===== src/rtl/spi_arbiter.sv =====
// Two-requester arbiter in front of a single SPI master core: grants one
// requester at a time, launches its byte, returns the reply and enforces CS recovery.
module spi_arbiter #(
  parameter int GAP_CYCLES = 4,
  parameter int TIMEOUT    = 1023
) (
  input  logic       clk,
  input  logic       rst,
  input  logic       req0,
  input  logic       req1,
  input  logic [7:0] tx0,
  input  logic [7:0] tx1,
  output logic       ack0,
  output logic       ack1,
  output logic [7:0] rx0,
  output logic [7:0] rx1,
  output logic       err,
  output logic [1:0] grant,
  output logic       spi_start,
  output logic [7:0] spi_tx,
  input  logic       spi_busy,
  input  logic       spi_done,
  input  logic [7:0] spi_rx
);

  typedef enum logic [2:0] {
    IDLE   = 3'd0,
    LAUNCH = 3'd1,
    WAIT   = 3'd2,
    ACK    = 3'd3,
    GAP    = 3'd4
  } state_t;

  localparam logic [9:0]  TMO_LAST = 10'(TIMEOUT - 1);
  localparam logic [15:0] GAP_LAST = 16'(GAP_CYCLES - 1);

  state_t      state;
  logic        last;
  logic [9:0]  tmo_cnt;
  logic [15:0] gap_cnt;

  // last = 1 means requester 1 was served most recently, so requester 0 wins a tie.
  always_ff @(posedge clk or posedge rst) begin
    if (rst) begin
      state     <= IDLE;
      last      <= 1'b1;
      tmo_cnt   <= '0;
      gap_cnt   <= '0;
      grant     <= 2'b00;
      spi_tx    <= 8'h00;
      spi_start <= 1'b0;
      ack0      <= 1'b0;
      ack1      <= 1'b0;
      err       <= 1'b0;
      rx0       <= 8'h00;
      rx1       <= 8'h00;
    end else begin
      spi_start <= 1'b0;
      ack0      <= 1'b0;
      ack1      <= 1'b0;
      err       <= 1'b0;
      case (state)
        IDLE: begin
          if (req0 && (!req1 || last)) begin
            grant  <= 2'b01;
            spi_tx <= tx0;
            state  <= LAUNCH;
          end else if (req1) begin
            grant  <= 2'b10;
            spi_tx <= tx1;
            state  <= LAUNCH;
          end
        end
        LAUNCH: begin
          if (!spi_busy) begin
            spi_start <= 1'b1;
            tmo_cnt   <= '0;
            state     <= WAIT;
          end
        end
        WAIT: begin
          // A completion arriving on the expiry cycle still counts as success.
          if (spi_done) begin
            if (grant[1]) rx1 <= spi_rx;
            else          rx0 <= spi_rx;
            ack0  <= grant[0];
            ack1  <= grant[1];
            state <= ACK;
          end else if (tmo_cnt == TMO_LAST) begin
            ack0  <= grant[0];
            ack1  <= grant[1];
            err   <= 1'b1;
            state <= ACK;
          end else begin
            tmo_cnt <= tmo_cnt + 10'd1;
          end
        end
        ACK: begin
          last    <= grant[1];
          grant   <= 2'b00;
          gap_cnt <= '0;
          state   <= (GAP_CYCLES == 0) ? IDLE : GAP;
        end
        GAP: begin
          if (gap_cnt == GAP_LAST) state   <= IDLE;
          else                     gap_cnt <= gap_cnt + 16'd1;
        end
        default: state <= IDLE;
      endcase
    end
  end

endmodule


===== config.mk =====
export PLATFORM = sky130hd
export DESIGN_NAME = spi_arbiter
export DESIGN_NICKNAME = d
export VERILOG_FILES = /design/src/rtl/spi_arbiter.sv
export SDC_FILE = /design/constraint.sdc
export NUM_CORES = 1
export LEC_CHECK = 0
export ABC_AREA = 1
export CAP_MARGIN = 20
export CORE_UTILIZATION = 23
export CTS_CLUSTER_DIAMETER = 30
export CTS_CLUSTER_SIZE = 10
export DETAILED_ROUTE_END_ITERATION = 10
export MAX_ROUTING_LAYER = met4
export PLACE_DENSITY_LB_ADDON = 0.05
export SLEW_MARGIN = 20
export SYNTH_ARGS = -nofsm -noshare
export SYNTH_HDL_FRONTEND = slang
export SYNTH_SLANG_ARGS = --single-unit

===== constraint.sdc =====
create_clock -name clk -period 2.09 [get_ports clk]
set_clock_uncertainty 0.15 [all_clocks]
set_input_delay 0.209 -clock clk [delete_from_list [all_inputs] [get_ports clk]]
set_output_delay 0.209 -clock clk [all_outputs]
set_load 0.03 [all_outputs]

[Yosys cells after proc, flatten, opt, wreduce, memory -nomap -nowiden]
Index checks and enable logic that the tools add are counted.
Storage, ports and cells
  output and inout bits: 30
  logic and storage cells: 72
  bits of input ports: 30
  register bits after elaboration: 60
Cells by class
  muxes and demuxes: 29
  reductions and logical operators: 15
  equal/unequal tests: 13
  $add $sub $neg: 2
  bitwise operators: 1
Operators by type and width (count)
  one-hot mux 16 bit (2 select lines): 1
  two-way mux 10 bit: 3
  one-hot mux 10 bit (2 select lines): 1
  two-way mux 3 bit: 6
  adder 16 x 1 -> 16 bit (second input constant): 1
  == test 16 x 2 -> 1 bit (second input constant): 1
  two-way mux 16 bit: 1
  two-way mux 8 bit: 2
  one-hot mux 3 bit (5 select lines): 1
  two-way mux 1 bit: 11
  adder 10 x 1 -> 10 bit (second input constant): 1
  == test 10 bit (second input constant): 1
  != test 2 bit (second input constant): 5
  AND reduction 4 bit: 2
  nonzero test 2 bit: 4
  == test 3 x 2 -> 1 bit (second input constant): 2
  != test 3 bit (second input constant): 2
  AND reduction 2 bit: 3
  AND reduction 3 bit: 2
  two-way mux 2 bit: 2
  one-hot mux 2 bit (2 select lines): 1
  == test 3 x 1 -> 1 bit (second input constant): 1
  == test 3 bit (second input constant): 1
  zero test 3 bit: 1
  other kinds (4): 4

[Longest topological paths before layout]
Gate-level depths: netlist (run 1).
  depth in word-level cells: 5
  mapped depth: 10
  depth with buffers taken out: 9

[Worst setup path after synthesis (run 1)]
OpenSTA, ideal clock, no wires.
  path kind: register to register
  start: register gap_cnt[0]
  end: register gap_cnt[1]
  cell stages (with the launch flop): 10
  arrival time: 1.266 ns
  setup time: 0.118 ns
  period minus slack after synthesis: 1.534 ns
  required time: 1.822 ns
  buffers on the path: 1
  setup slack: 0.556 ns
  cells stage by stage: dfrtp_1 ha_1 nand2_1 nor2_1 nand2_1 nand2_2 nand2_2 buf_6 nand3_1 nand2_1
On the way
  word-level cells in the longest chain between the ends: 3
  elaborated cells on any way between the ends: 6
  those cells by class: add/sub (1); eq/ne (2); mux (2); reduce/logical (1)
RTL lines
  start, declared: RTL line 40  | logic [15:0] gap_cnt;
  start signal, assigned: RTL line 106  | else gap_cnt <= gap_cnt + 16'd1;
  adder 16 x 1 -> 16 bit / == test 16 x 2 -> 1 bit (equally long branches): RTL line 106, 105
  two-way mux 16 bit / != test 2 bit (equally long branches)
  one-hot mux 16 bit (2 select lines) / AND reduction 2 bit (equally long branches)
Parallel ways exist; a longest one is shown, timed or not. The select of a mux whose other input is x is not followed.
A chain may end at the register's enable or synchronous reset.

[Final worst setup path (run 1)]
  start: register grant[1]
  end: output grant[1]
RTL lines
  start, declared: RTL line 18  | output logic [1:0] grant,
  start signal, assigned: RTL line 49  | grant <= 2'b00;
  start signal, assigned: RTL line 65  | grant <= 2'b01;
  start signal, assigned: RTL line 69  | grant <= 2'b10;
No word-level cell between the ends.

==> results.py, run 1 <==
metrics = {
    "outcome": {
        "status": "finished clean",
    },
    "clock_network": {
        "cts.sinks": 60,
        "post-cts-setup-buffers": 0,
        "cts_resized": 0,
        "cts_root_buffer": "clkbuf_16",
        "htree_levels": 3,
        "cts_buffers": 9,
        "cts_tree": "built",
        "cts_hold_repair.buffers": 0,
        "clkTransAtPathRegs_ns": 0.06,
        "clk_latency_ns": 0.33,
        "cts.path.max_buffers": 2,
    },
    "setup_path": {
        "path_max_fanout": 3,
        "endpoint_kind": "output port",
        "crit_slowest_cell": "clkdlybuf4s50_1",
        "crit_chain": "clkdlybuf4s50_1",
        "crit_path_max_incr_delay_ns": 0.72,
        "path_delay_family": "buffers and inverters",
        "critical_path_class": "flop to output port",
        "regToRegSetupSlack_ns": 0.37,
        "cp.required_ns": 1.73,
        "worst-path-buf-inv": 1,
        "cp.arrival_ns": 1.47,
        "start_kind": "flop",
    },
    "routing": {
        "drt-initial-drc-count": 110,
        "first_pass_iters": 4,
        "viasPerCell": 4.323,
        "final_antenna_net_count": 0,
        "vias": 2827,
        "drt-wirelength-per-cell_um": 13.07,
        "drc": 0,
        "routed_wl_mm": 8.545,
    },
    "synth": {
        "synth-edff-count": 0,
        "synth_area_um2": 3167,
        "ys_ff_latch": 60,
        "synth_top_area_cell": "dfrtp_1",
        "synthArstFlopShare_pct": 100.0,
        "ys.flop_type": "dfrtp_1",
        "synth_nets": 433,
        "synth_cell_types": 32,
        "netlist.area_leader.share_pct": 46.62,
        "syn_area_per_cell_um2": 7.917,
        "synthTopCellsByArea": "dfrtp_1 (47%), nand2_1 (13%), nand3_1 (6.0%)",
        "ys_warn_count": 0,
        "netlist_instances": 400,
        "yosysSeqAreaShare_pct": 47.45,
    },
    "power_and_ir_drop": {
        "power_leakage_uw": 0.001927,
        "irDropWorstVdd_uv": 528.2,
        "power_uw": 5691,
        "power_density_nw_per_um2": 1295,
    },
    "timing": {
        "tightestPinTransition_ns": 0.5114,
        "fin_crit_ns": 1.827,
        "slew_headroom_pct": 65.64,
        "timing.setup.tns_ns": 0,
        "finalSetupViolations": 0,
        "fin_ws_ns": 0.2632,
        "rsz0062_at_grt": "no",
        "maxSlewViolCount": 0,
        "timing.final.crit_share_pct": 87.40,
        "hold_viol_final": 0,
        "max_freq_mhz": 547.4,
    },
    "hold_path": {
        "hold_class": "primary input to asynchronous set/reset pin",
    },
    "final_layout": {
        "final_layout_size_suffix_gt1_share_pct": 11.30,
        "layout_commonest_cell": "nand2_1",
        "area_growth_pct": 38.80,
        "n_antenna_cell": 0,
        "nets": 506,
        "layout_common_cells": "nand2_1 (110), dfrtp_1 (59), clkdlybuf4s50_1 (59), nor2_1 (41), inv_1 (39)",
    },
    "grt": {
        "met3_usage_pct": 3.496,
        "grt_usage_pct": 13.47,
        "grt_remaining_overflow": 0,
        "grt_use_met2_pct": 18.68,
        "grt_pass1_vias": 2864,
        "grtUsageMet1_pct": 18.06,
        "grt_start_max_net_pins": 61,
        "antenna_found_initial": 0,
        "grt-busiest-layer": "met2",
        "grt_pass1_wl_mm": 14.46,
    },
    "flow_run": {
        "drv_cap": 0,
    },
    "placed_design": {
        "portBuffers": 59,
        "place.gp.congestion": 0.7755,
        "hpwl_mm": 5.989,
        "place_ws_ns": 0.3221,
    },
    "floorplan": {
        "die-height_um": 119.3,
        "die_w_um": 119.3,
        "rows": 42,
        "pin_count": 60,
        "die_area_um2": 14240,
        "start_util_pct": 23.73,
        "core-area_um2": 13350,
    },
}
## sequential cells by signal, indices dropped and copies added (netlist names)
signal / flops
rx1: 8
tmo_cnt: 10
state: 3
ack1: 1
rx0: 8
spi_tx: 8
grant: 2
ack0: 1
err: 1
gap_cnt: 16
spi_start: 1
last: 1
## layout make-up
| class | count | area [µm²] |
|---|---|---|
| Fill cell | 1422 | 8952 |
| Sequential cell | 60 | 1503 |
| Multi-Input combinational cell | 288 | 1430 |
| Timing Repair Buffer | 70 | 698.2 |
| Clock buffer | 10 | 239.0 |
| Tap cell | 176 | 220.2 |
| Inverter | 44 | 170.2 |
| Clock inverter | 6 | 135.1 |
## cells by family after synthesis
kind of cell,Yosys count,synth area share [%]
flops,60,47.45
xor+xnor,3,0.8299
fa+ha+maj,3,1.185
compound gates,54,10.43
simple gates,228,32.71
buf+inv,52,7.388
## worst register-to-register path: stages, from the launching register on
cell	delay (ns)
dfrtp_1	0.44
inv_1	0.13
ha_1	0.19
nand2_1	0.06
nor3_1	0.14
nand3_1	0.11
nand2_2	0.09
buf_12	0.16
inv_2	0.04
nand2_1	0.05
nand2_1	0.04
## metrics by stage
stage / instances / util (%) / hold slack, ns / instance area (µm²)
after floorplan: 400 / - / 0.1254 / 3167
after global placement: 638 / 30.13 / 0.3201 / 4021
after detailed placement: 638 / 30.13 / 0.3290 / 4021
after CTS: 654 / 32.93 / 0.1235 / 4395
after global routing: 654 / 32.93 / 0.1752 / 4395
final: 654 / 32.93 / 0.1163 / 4395
## final timing paths
kind,start,end,cells after the start
max,grant[1]$_DFFE_PP0P_,grant[1],1
min,rst,rx0[6]$_DFFE_PP0P_,3
max reg2reg,tmo_cnt[0]$_DFFE_PP0P_,tmo_cnt[7]$_DFFE_PP0P_,10
min reg2reg,rx0[5]$_DFFE_PP0P_,rx0[5]$_DFFE_PP0P_,2
max in group asynchronous,rst,last$_DFFE_PP1P_,3
min in group clk,tx1[5],spi_tx[5]$_DFFE_PP0P_,3
## synthesized netlist by cell type (4+ instances only)
cell,instances
nand2_1,110
dfrtp_1,59
nor2_1,41
inv_1,40
nand3_1,38
o21ai_0,33
nand4_1,12
nor3_1,10
o21ai_2,9
a31oi_1,8
nand2_2,5
buf_6,4
## routing by layer
layer	up-vias	part of all wire (%)
li1	1456	-
met1	1281	51
met2	77	41
met3	13	5.6
met4	0	2.1
met5	-	0
## power by group
| group | leakage [µW] | switching, µW | internal (µW) | total (µW) |
|---|---|---|---|---|
| clock network | 0.000175 | 571 | 1320 | 1890 |
| logic | 0.000970 | 1310 | 814 | 2120 |
| registers | 0.000781 | 216 | 1470 | 1680 |
No activity file was read; power rests on OpenSTA's default activity.
==> run 2: changes to the inputs <==
--- a/config.mk
+++ b/config.mk
@@ -8,7 +8,6 @@
 export ABC_AREA = 1
 export CAP_MARGIN = 20
 export CORE_UTILIZATION = 23
-export CTS_CLUSTER_DIAMETER = 30
 export CTS_CLUSTER_SIZE = 10
 export DETAILED_ROUTE_END_ITERATION = 10
 export MAX_ROUTING_LAYER = met4
==> results of run 2 <==
Same layout as run 1: the final DEF is identical, and so are final timing and power.
==> run 3: changes to the inputs <==
--- a/config.mk
+++ b/config.mk
@@ -12,7 +12,7 @@
 export DETAILED_ROUTE_END_ITERATION = 10
 export MAX_ROUTING_LAYER = met4
 export PLACE_DENSITY_LB_ADDON = 0.05
-export SLEW_MARGIN = 20
+export SLEW_MARGIN = 10
 export SYNTH_ARGS = -nofsm -noshare
 export SYNTH_HDL_FRONTEND = slang
 export SYNTH_SLANG_ARGS = --single-unit
==> results of run 3 <==
Same layout as run 1: the final DEF is identical, and so are final timing and power.
